$ cat config.mk
export PLATFORM = sky130hd
export DESIGN_NAME = bus_protocol_monitor_flat
export DESIGN_NICKNAME = d
export VERILOG_FILES = /design/src/rtl/bus_protocol_monitor_if.sv /design/src/rtl/bus_protocol_monitor.sv /design/src/flat_wrapper.sv
export SDC_FILE = /design/constraint.sdc
export NUM_CORES = 1
export LEC_CHECK = 0
export ABC_AREA = 1
export CAP_MARGIN = 15
export CORE_MARGIN = 1.5
export CORE_UTILIZATION = 49
export DETAILED_ROUTE_END_ITERATION = 16
export GPL_TIMING_DRIVEN = 0
export HOLD_SLACK_MARGIN = 0.02
export PLACE_DENSITY_LB_ADDON = 0.12
export SETUP_SLACK_MARGIN = 0.05
export SLEW_MARGIN = 30
export SYNTH_ARGS = -nofsm -noshare
export SYNTH_HDL_FRONTEND = slang
export SYNTH_SLANG_ARGS = --single-unit
export TNS_END_PERCENT = 20
$ cat constraint.sdc
create_clock -name i_clk -period 1.6 [get_ports i_clk]
set_input_delay 0.32 -clock i_clk [delete_from_list [all_inputs] [get_ports i_clk]]
set_output_delay 0.32 -clock i_clk [all_outputs]
set_load 0.01 [all_outputs]
$ cat src/rtl/bus_protocol_monitor_if.sv
// Bus-side signal bundle for bus_protocol_monitor.
// master: the side that drives the bus and the clear strobes and reads status.
// slave:  the monitor, which observes the bus and reports status.
interface bus_protocol_monitor_if #(
  parameter int NCH  = 1,
  parameter int CNTW = 16
);
  logic [NCH-1:0]      req;
  logic [NCH-1:0]      read_write_n;
  logic [NCH-1:0]      address_ack;
  logic [NCH-1:0]      write_ack;
  logic [NCH-1:0]      read_ack;
  logic                err_clear;
  logic                cnt_clear;
  logic [NCH*7-1:0]    err_pulse;
  logic [NCH*7-1:0]    err_sticky;
  logic [NCH*CNTW-1:0] txn_count;
  logic [NCH-1:0]      busy;

  modport master (
    output req, read_write_n, address_ack, write_ack, read_ack, err_clear, cnt_clear,
    input  err_pulse, err_sticky, txn_count, busy
  );

  modport slave (
    input  req, read_write_n, address_ack, write_ack, read_ack, err_clear, cnt_clear,
    output err_pulse, err_sticky, txn_count, busy
  );
endinterface

$ cat src/rtl/bus_protocol_monitor.sv
// Multi-channel protocol monitor for the req / read_write_n / address_ack /
// write_ack / read_ack handshake. Each channel runs an independent FSM, reports
// violations as registered one-cycle error pulses plus a sticky copy, and
// counts completed transactions with a saturating counter.
// Error bit order per channel: 0 REQ_DROP, 1 RNW_CHANGE, 2 SPURIOUS_AACK,
// 3 SPURIOUS_DACK, 4 TIMEOUT, 5 ACK_BOTH, 6 REQ_OVERLAP.
// Optional feature macro: BUSMON_TIMEOUT_EN enables the per-channel wait
// timer; without it bit 4 is tied low and channels may wait forever.
module bus_protocol_monitor #(
  parameter int NCH     = 1,
  parameter int TIMEOUT = 64,
  parameter int CNTW    = 16
) (
  input  logic                  i_clk,
  input  logic                  i_srst,
  bus_protocol_monitor_if.slave bus
);

  localparam int NERR          = 7;
  localparam int E_REQ_DROP    = 0;
  localparam int E_RNW_CHANGE  = 1;
  localparam int E_SPUR_AACK   = 2;
  localparam int E_SPUR_DACK   = 3;
  localparam int E_TIMEOUT     = 4;
  localparam int E_ACK_BOTH    = 5;
  localparam int E_REQ_OVERLAP = 6;

  localparam logic [CNTW-1:0] CNT_ONE = CNTW'(1);

  if (TIMEOUT < 2) begin : g_bad_timeout
    $error("bus_protocol_monitor: TIMEOUT must be at least 2");
  end

  typedef enum logic [1:0] {
    IDLE      = 2'd0,
    WAIT_AACK = 2'd1,
    WAIT_DATA = 2'd2
  } state_t;

  state_t              state_q [NCH];
  state_t              state_d [NCH];
  logic                rnw_q   [NCH];
  logic                rnw_d   [NCH];
  logic [NERR-1:0]     err_d   [NCH];
  logic [NCH-1:0]      done_d;
  logic [NCH-1:0]      busy_w;
  logic [NCH*NERR-1:0] pulse_q;
  logic [NCH*NERR-1:0] sticky_q;
  logic [NCH*CNTW-1:0] count_q;

`ifdef BUSMON_TIMEOUT_EN
  localparam int            TW     = $clog2(TIMEOUT + 1);
  localparam logic [TW-1:0] T_LAST = TW'(TIMEOUT - 1);
  localparam logic [TW-1:0] T_ONE  = TW'(1);

  logic [TW-1:0] timer_q [NCH];
  logic [TW-1:0] timer_d [NCH];
`endif

  function automatic logic [CNTW-1:0] sat_inc(input logic [CNTW-1:0] v);
    return (&v) ? v : v + CNT_ONE;
  endfunction

  // A fresh error wins over a clear in the same cycle.
  function automatic logic [NERR-1:0] sticky_next(input logic [NERR-1:0] old_bits,
                                                  input logic [NERR-1:0] new_bits,
                                                  input logic            clr);
    return clr ? new_bits : (old_bits | new_bits);
  endfunction

  // Next-state, error and completion decode for every channel
  always_comb begin
    state_d = state_q;
    rnw_d   = rnw_q;
    err_d   = '{default: '0};
    done_d  = '0;
`ifdef BUSMON_TIMEOUT_EN
    timer_d = '{default: '0};
`endif
    for (int c = 0; c < NCH; c++) begin
      logic req, rnw, aack, wack, rack, both, dack, match;
      req   = bus.req[c];
      rnw   = bus.read_write_n[c];
      aack  = bus.address_ack[c];
      wack  = bus.write_ack[c];
      rack  = bus.read_ack[c];
      both  = wack & rack;
      dack  = wack | rack;
      match = rnw_q[c] ? (rack & ~wack) : (wack & ~rack);

      case (state_q[c])
        IDLE: begin
          if (aack && !req) err_d[c][E_SPUR_AACK] = 1'b1;
          if (dack)         err_d[c][E_SPUR_DACK] = 1'b1;
          if (both) begin
            err_d[c][E_ACK_BOTH] = 1'b1;
          end else if (req) begin
            // Address ack in the request cycle skips straight to the data phase.
            rnw_d[c]   = rnw;
            state_d[c] = aack ? WAIT_DATA : WAIT_AACK;
          end
        end
        WAIT_AACK: begin
          if (dack) err_d[c][E_SPUR_DACK] = 1'b1;
          if (both) err_d[c][E_ACK_BOTH]  = 1'b1;
          if (!req) begin
            err_d[c][E_REQ_DROP] = 1'b1;
            if (!both) state_d[c] = IDLE;
          end else begin
            if (rnw != rnw_q[c]) begin
              err_d[c][E_RNW_CHANGE] = 1'b1;
              rnw_d[c]               = rnw;
            end
            if (aack && !both) state_d[c] = WAIT_DATA;
          end
        end
        WAIT_DATA: begin
          if (both)             err_d[c][E_ACK_BOTH]    = 1'b1;
          else if (dack && !match) err_d[c][E_SPUR_DACK] = 1'b1;
          if (aack)             err_d[c][E_SPUR_AACK]   = 1'b1;
          if (req)              err_d[c][E_REQ_OVERLAP] = 1'b1;
          if (match) begin
            state_d[c] = IDLE;
            done_d[c]  = 1'b1;
          end
        end
        default: state_d[c] = IDLE;
      endcase

`ifdef BUSMON_TIMEOUT_EN
      // Timer only runs while a wait state is held; any transition restarts it.
      if (state_q[c] != IDLE && state_d[c] == state_q[c]) begin
        if (timer_q[c] == T_LAST) begin
          err_d[c][E_TIMEOUT] = 1'b1;
          state_d[c]          = IDLE;
        end else begin
          timer_d[c] = timer_q[c] + T_ONE;
        end
      end
`else
      err_d[c][E_TIMEOUT] = 1'b0;
`endif
    end
  end

  // Channel FSM state, timers and registered status outputs
  always_ff @(posedge i_clk) begin
    if (i_srst) begin
      for (int c = 0; c < NCH; c++) begin
        state_q[c] <= IDLE;
`ifdef BUSMON_TIMEOUT_EN
        timer_q[c] <= '0;
`endif
      end
      pulse_q  <= '0;
      sticky_q <= '0;
      count_q  <= '0;
    end else begin
      for (int c = 0; c < NCH; c++) begin
        state_q[c] <= state_d[c];
`ifdef BUSMON_TIMEOUT_EN
        timer_q[c] <= timer_d[c];
`endif
        pulse_q[c*NERR +: NERR]  <= err_d[c];
        sticky_q[c*NERR +: NERR] <= sticky_next(sticky_q[c*NERR +: NERR], err_d[c], bus.err_clear);
        if (bus.cnt_clear)
          count_q[c*CNTW +: CNTW] <= '0;
        else if (done_d[c])
          count_q[c*CNTW +: CNTW] <= sat_inc(count_q[c*CNTW +: CNTW]);
      end
    end
  end

  // Direction latch; only meaningful outside IDLE, where it has been loaded
  always_ff @(posedge i_clk) begin
    for (int c = 0; c < NCH; c++) rnw_q[c] <= rnw_d[c];
  end

  // Busy flag straight from the state register
  always_comb begin
    busy_w = '0;
    for (int c = 0; c < NCH; c++) busy_w[c] = (state_q[c] != IDLE);
  end

  assign bus.err_pulse  = pulse_q;
  assign bus.err_sticky = sticky_q;
  assign bus.txn_count  = count_q;
  assign bus.busy       = busy_w;

endmodule

$ cat src/flat_wrapper.sv
// flat-port wrapper written by rule: the top's interface ports become plain ports
module bus_protocol_monitor_flat 
#(
  parameter int NCH     = 1,
  parameter int TIMEOUT = 64,
  parameter int CNTW    = 16
)
  (i_clk, i_srst, bus_req, bus_read_write_n, bus_address_ack, bus_write_ack, bus_read_ack, bus_err_clear, bus_cnt_clear, bus_err_pulse, bus_err_sticky, bus_txn_count, bus_busy);
  bus_protocol_monitor_if #(.NCH(NCH), .CNTW(CNTW)) bus_i ();
  input  logic i_clk;
  input  logic i_srst;
  input wire logic [$bits(bus_i.req)-1:0] bus_req;
  input wire logic [$bits(bus_i.read_write_n)-1:0] bus_read_write_n;
  input wire logic [$bits(bus_i.address_ack)-1:0] bus_address_ack;
  input wire logic [$bits(bus_i.write_ack)-1:0] bus_write_ack;
  input wire logic [$bits(bus_i.read_ack)-1:0] bus_read_ack;
  input wire logic [$bits(bus_i.err_clear)-1:0] bus_err_clear;
  input wire logic [$bits(bus_i.cnt_clear)-1:0] bus_cnt_clear;
  output wire logic [$bits(bus_i.err_pulse)-1:0] bus_err_pulse;
  output wire logic [$bits(bus_i.err_sticky)-1:0] bus_err_sticky;
  output wire logic [$bits(bus_i.txn_count)-1:0] bus_txn_count;
  output wire logic [$bits(bus_i.busy)-1:0] bus_busy;
  assign bus_i.req = bus_req;
  assign bus_i.read_write_n = bus_read_write_n;
  assign bus_i.address_ack = bus_address_ack;
  assign bus_i.write_ack = bus_write_ack;
  assign bus_i.read_ack = bus_read_ack;
  assign bus_i.err_clear = bus_err_clear;
  assign bus_i.cnt_clear = bus_cnt_clear;
  assign bus_err_pulse = bus_i.err_pulse;
  assign bus_err_sticky = bus_i.err_sticky;
  assign bus_txn_count = bus_i.txn_count;
  assign bus_busy = bus_i.busy;
  bus_protocol_monitor #(.NCH(NCH), .TIMEOUT(TIMEOUT), .CNTW(CNTW)) u_core (.i_clk(i_clk), .i_srst(i_srst), .bus(bus_i));
endmodule
=== Word level (Yosys, flattened, before mapping) ===
Index checks and enable logic that the tools add are counted.

* Reductions and logical operators: 17
* Bitwise operators: 8
* Muxes and demuxes: 32
* Equality and inequality tests: 10
* Add/subtract/negate cells: 1

{| class="wikitable"
|+ Operators with widths
! operator !! count
|-
| 1-bit 2-to-1 mux || 19
|-
| 16-bit by 1-bit adder with 16-bit output, second input constant || 1
|-
| 2-bit 2-to-1 mux || 8
|-
| 16-bit AND reduction || 1
|-
| 5-bit AND reduction || 2
|-
| 7-bit 2-to-1 mux || 1
|-
| 7-bit bitwise OR || 1
|-
| 2-bit != test, second input constant || 3
|-
| 1-bit case mux with 2 select lines || 3
|-
| 2-bit case mux with 3 select lines || 1
|-
| 2-bit OR reduction || 3
|-
| 2-bit by 1-bit != test with 1-bit output, second input constant || 2
|-
| 2-bit nonzero test || 2
|-
| 1-bit bitwise AND || 3
|-
| 1-bit logical AND || 3
|-
| 1-bit zero test || 3
|-
| 3-bit by 2-bit != test with 1-bit output, second input constant || 1
|-
| 3-bit != test, second input constant || 1
|-
| 1-bit NOT || 3
|-
| 3-bit OR reduction || 1
|-
| 2-bit by 1-bit == test with 1-bit output, second input constant || 1
|-
| 2-bit == test, second input constant || 1
|-
| 2-bit zero test || 1
|-
| 2-bit AND reduction || 1
|-
| 2 further kinds || 2
|}

* Input bits: 9
* Output and inout port bits: 31
* Word-level logic and storage cells: 75
* Register bits after elaboration: 33

=== Depth between registers and ports, before layout ===
* Depth in word-level cells: 10
* Depth in mapped cells: 10
* Gate-level depth less buffers: 9

=== Worst setup path after synthesis ===
Ideal clock, no wire load.

* Path type: reg2reg
* Start point: register u_core.count_q[0], in the netlist u_core.bus.txn_count[0]
* End point: register u_core.count_q[6], in the netlist u_core.bus.txn_count[6]
* Stages on the path, launching flop included: 10
* Slack: 0.064 ns
* Data arrival time: 1.399 ns
* Clock period less this slack: 1.536 ns
* Setup time: 0.138 ns
* Required time: 1.462 ns
* Path buffers: 1
* Cell sequence: dfxtp_1 ha_1 inv_1 nor2_2 nand2_2 nor2_2 nor2_4 buf_6 nand2_1 a21oi_2

* Longest elaborated chain between the ends: 3
* Elaborated cells on any way between the ends: 4
* Classes of those cells: add/sub: 1; bitwise: 1; reduce/logical: 2

{| class="wikitable"
|+ Ends and longest elaborated chain
! element !! RTL line !! RTL
|-
| start, declared || bus_protocol_monitor.sv:49 || <nowiki>logic [NCH*CNTW-1:0] count_q;</nowiki>
|-
| start signal, assigned by index || bus_protocol_monitor.sv:169 || <nowiki>count_q[c*CNTW +: CNTW] <= sat_inc(count_q[c*CNTW +: CNTW]);</nowiki>
|-
| branches (longest 3 deep; another with 16-bit by 1-bit adder with 16-bit output) || - ||
|}

Parallel ways; which one is timed is not known.
A chain may end at the register's enable or synchronous reset.

=== Worst setup path after layout ===
* Start point: register u_core.state_q[1] (netlist bit)
* End point: output port bus_busy

* Longest elaborated chain between the ends: 1

{| class="wikitable"
|+ Ends and longest elaborated chain
! element !! RTL line !! RTL
|-
| start, declared || bus_protocol_monitor.sv:40 || <nowiki>state_t state_q [NCH];</nowiki>
|-
| start signal, assigned by index || bus_protocol_monitor.sv:160 || <nowiki>state_q[c] <= state_d[c];</nowiki>
|-
| 2-bit nonzero test || bus_protocol_monitor.sv:182 || <nowiki>for (int c = 0; c < NCH; c++) busy_w[c] = (state_q[c] != IDLE);</nowiki>
|-
| end, declared || flat_wrapper.sv:22 || <nowiki>output wire logic [$bits(bus_i.busy)-1:0] bus_busy;</nowiki>
|}

No other way between the ends.

==> results.toml <==
[yosys]
synth-main-ff-cell = "dfxtp_1"
ys_ff_latch = 31
synth_common_cells = "66 x nand2_1, 33 x nor2_1, 30 x dfxtp_1"
synth-edff-count = 1
synth_warnings = 0
ys_types = 27
synth_seq_area_share_pct = 37.0
ys_top_cells_by_area = "dfxtp_1 35%, nand2_1 15%, nor2_1 7.3%, inv_1 5.7%, a21oi_2 5.6%"
yosys.area.top_type = "dfxtp_1"
syn_area_mm2 = 0.00171
synthArstFlopShare_pct = 0
avgSynthCellArea_um2 = 6.96
synth_cells = 245
yosys.area.top_type_share_pct = 35.2
synth.most_common_cell = "nand2_1"

[setup_path]
setup.worst_path.start_class = "flip-flop"
worstPathArrival_ns = 1.19
required_ns = 1.28
endpoint = "bus_busy"
crit_type = "reg -> out"
crit_slowest_cell = "dfxtp_1"
path_max_fanout = 7
r2r_cells = 9
crit_chain = "inv_2 -> nand2_1 -> dlygate4sd2_1"
cpPeakStageDelay_ns = 0.34
startpoint = "u_core.state_q[1]"
rr_startpoint = "u_core.bus.txn_count[1]"
critPathCaptureType = "primary output"
timing.rr.end = "u_core.bus.txn_count[9]"
reg2reg_slack_ns = 0.13

[global_routing]
overflow = 0
antenna_found_initial = 0
grt_start_max_net_pins = 11
grt_pass1_wl_um = 5970
grt_pass1_vias = 1383
gr-usage-all-layers_pct = 21.6

[power_and_ir_drop]
total_power_mw = 2.06
power.leakage_nw = 1.12
ir_drop_mv = 0.675
p_per_area_mw_per_mm2 = 901

[placement]
dp_cells = 329
io_buffers = 37
dpl-instance-area_mm2 = 0.00214
gp_congestion = 0.821
hpwl_um = 2710
dp_slack_ns = -0.377

[timing]
fmax_mhz = 661
rsz0062_at_grt = "true"
fin_crit_sh_pct = 94.6
final_hold_viol_count = 0
hold_slack_ns = 0.477
setup_viol = 0
fin_skew_ns = 0.0109
fin_ws_ns = 0.0871
tns_ns = 0
period_minus_slack_ns = 1.51
finalMaxSlewViolations = 0

[floorplanning]
rows = 21
start_util_pct = 51.1
die_w_um = 62.0
core_mm2 = 0.00334
die_h_um = 62.0
io_pins = 40
dieArea_mm2 = 0.00384

[detailed_routing]
drc = 0
viasPerCell = 4.94
drtAntennaViolNets = 0
dr.pass1.iters = 4
drt_iter0_drc = 126
wl_per_cell_um = 11.4
vias = 1686
routed_wl_um = 3890

[final_layout]
multiInputGateArea_um2 = 935
fin_nets = 304
finalInstanceArea_mm2 = 0.00229
area_growth_pct = 34.3
antennaDiodeCount = 0
drive_gt1_share_pct = 23.4
stdcell_count = 341
fillers = 308
seqCellArea_um2 = 672
fin_util_pct = 68.7

[clock_network]
cts_buffers = 5
cts_sinks = 31
cts_tree = "built"
clk_pin_slew_worst_paths_ns = 0.10
cts_buffer_depth = 2
htree_num_levels = 2
clkLatencyLatePin_ns = 0.33
root_buffer = "clkbuf_4"

[run_status]
status = "complete, no violations"

[hold_path]
holdCritPathClass = "reg -> reg"

[flow_run]
maxCapViolCount = 0
-- cell families (layout without fill, tap and decap cells) --
logic type	count (synthesis)	after routing	synth area share, %
buffers and inverters	35	83	9.98
DFF	31	31	37.0
and+or+nand+nor	144	145	38.4
AOI/OAI and AO/OA	27	27	10.6
other	1	2	0.220
xor gates and xnor gates	6	6	3.08
adders and majority gates	1	1	0.734
-- worst max-delay path, delay by kind of cell, from the launching register on --
kind / cells / cell delay (ns)
buffers and inverters: 2 / 0.42
DFF: 1 / 0.34
and+or+nand+nor: 1 / 0.12
-- final cells by class --
class,count,area share (%)
well taps,46,2.51
flip-flops and latches,31,29.3
inverters,29,4.86
plain buffers,6,2.40
multi-input cells,181,40.8
clock buffers,7,2.84
repair buffers,40,16.9
clock inverters,1,0.328
-- how the worst min path moves through the flow --
stage,start,to,slack [ns],depth (start not counted)
global placement,u_core.bus.err_sticky[1],u_core.bus.err_sticky[1],0.45,2
CTS,u_core.bus.err_sticky[0],u_core.bus.err_sticky[0],0.48,2
detailed placement,u_core.bus.err_sticky[0],u_core.bus.err_sticky[0],0.46,2
global route,u_core.bus.err_sticky[0],u_core.bus.err_sticky[0],0.50,2
finish,u_core.bus.err_sticky[0],u_core.bus.err_sticky[0],0.48,2
floorplan,bus_read_write_n,u_core.rnw_q,0.42,0
-- timing repair --
item / 4_1_cts / 5_1_grt
resized for setup: 44 / 17
hold buffers: 0 / 0
endpoints found under the setup margin: 35 / 23
pin swaps: 0 / 5
buffers inserted: 0 / 2
cloned: 0 / 2
-- per-layer routing --
metal  track usage (%)  share of wire, %  vias to the layer above
li1                  -                 -                      868
met1              25.1                43                      767
met2              36.0                50                       40
met3              7.66               3.9                       11
met4              8.81               2.8                        0
met5                 0                 0                        -
-- flip-flops by register name, indices dropped and copies added (netlist names) --
register               cells
u_core.bus.err_pulse       6
u_core.bus.err_sticky      6
u_core.bus.txn_count      16
u_core.rnw_q               1
u_core.state_q             2
-- cells in the final DEF (no fill, tap or decap), types with 3 or more instances in the layout --
| cell type | netlist | layout |
|---|---|---|
| inv_1 | 26 | 25 |
| o21ai_0 | 7 | 7 |
| nor2_1 | 33 | 32 |
| dfxtp_1 | 30 | 13 |
| nand4_1 | 8 | 8 |
| nand2_1 | 66 | 66 |
| nor2_2 | 5 | 6 |
| buf_4 | 2 | 5 |
| nand3b_1 | 3 | 3 |
| dfxtp_2 | 0 | 9 |
| dlymetal6s2s_1 | 0 | 8 |
| nand3_1 | 17 | 17 |
| nand2_2 | 8 | 8 |
| dfxtp_4 | 0 | 8 |
| nor2_4 | 2 | 3 |
| clkdlybuf4s50_1 | 0 | 9 |
| xor2_1 | 4 | 4 |
| dlygate4sd2_1 | 0 | 20 |
| a21oi_1 | 8 | 8 |
| clkbuf_4 | 0 | 5 |
| a21oi_2 | 11 | 11 |
-- power breakdown --
part           leakage (nW)  switching, mW  internal (mW)
clock network        0.0375          0.281          0.257
logic                 0.814          0.376          0.251
registers             0.264         0.0516          0.848
total                  1.12          0.709           1.36
Note: power is estimated with default switching activity, not from simulation.
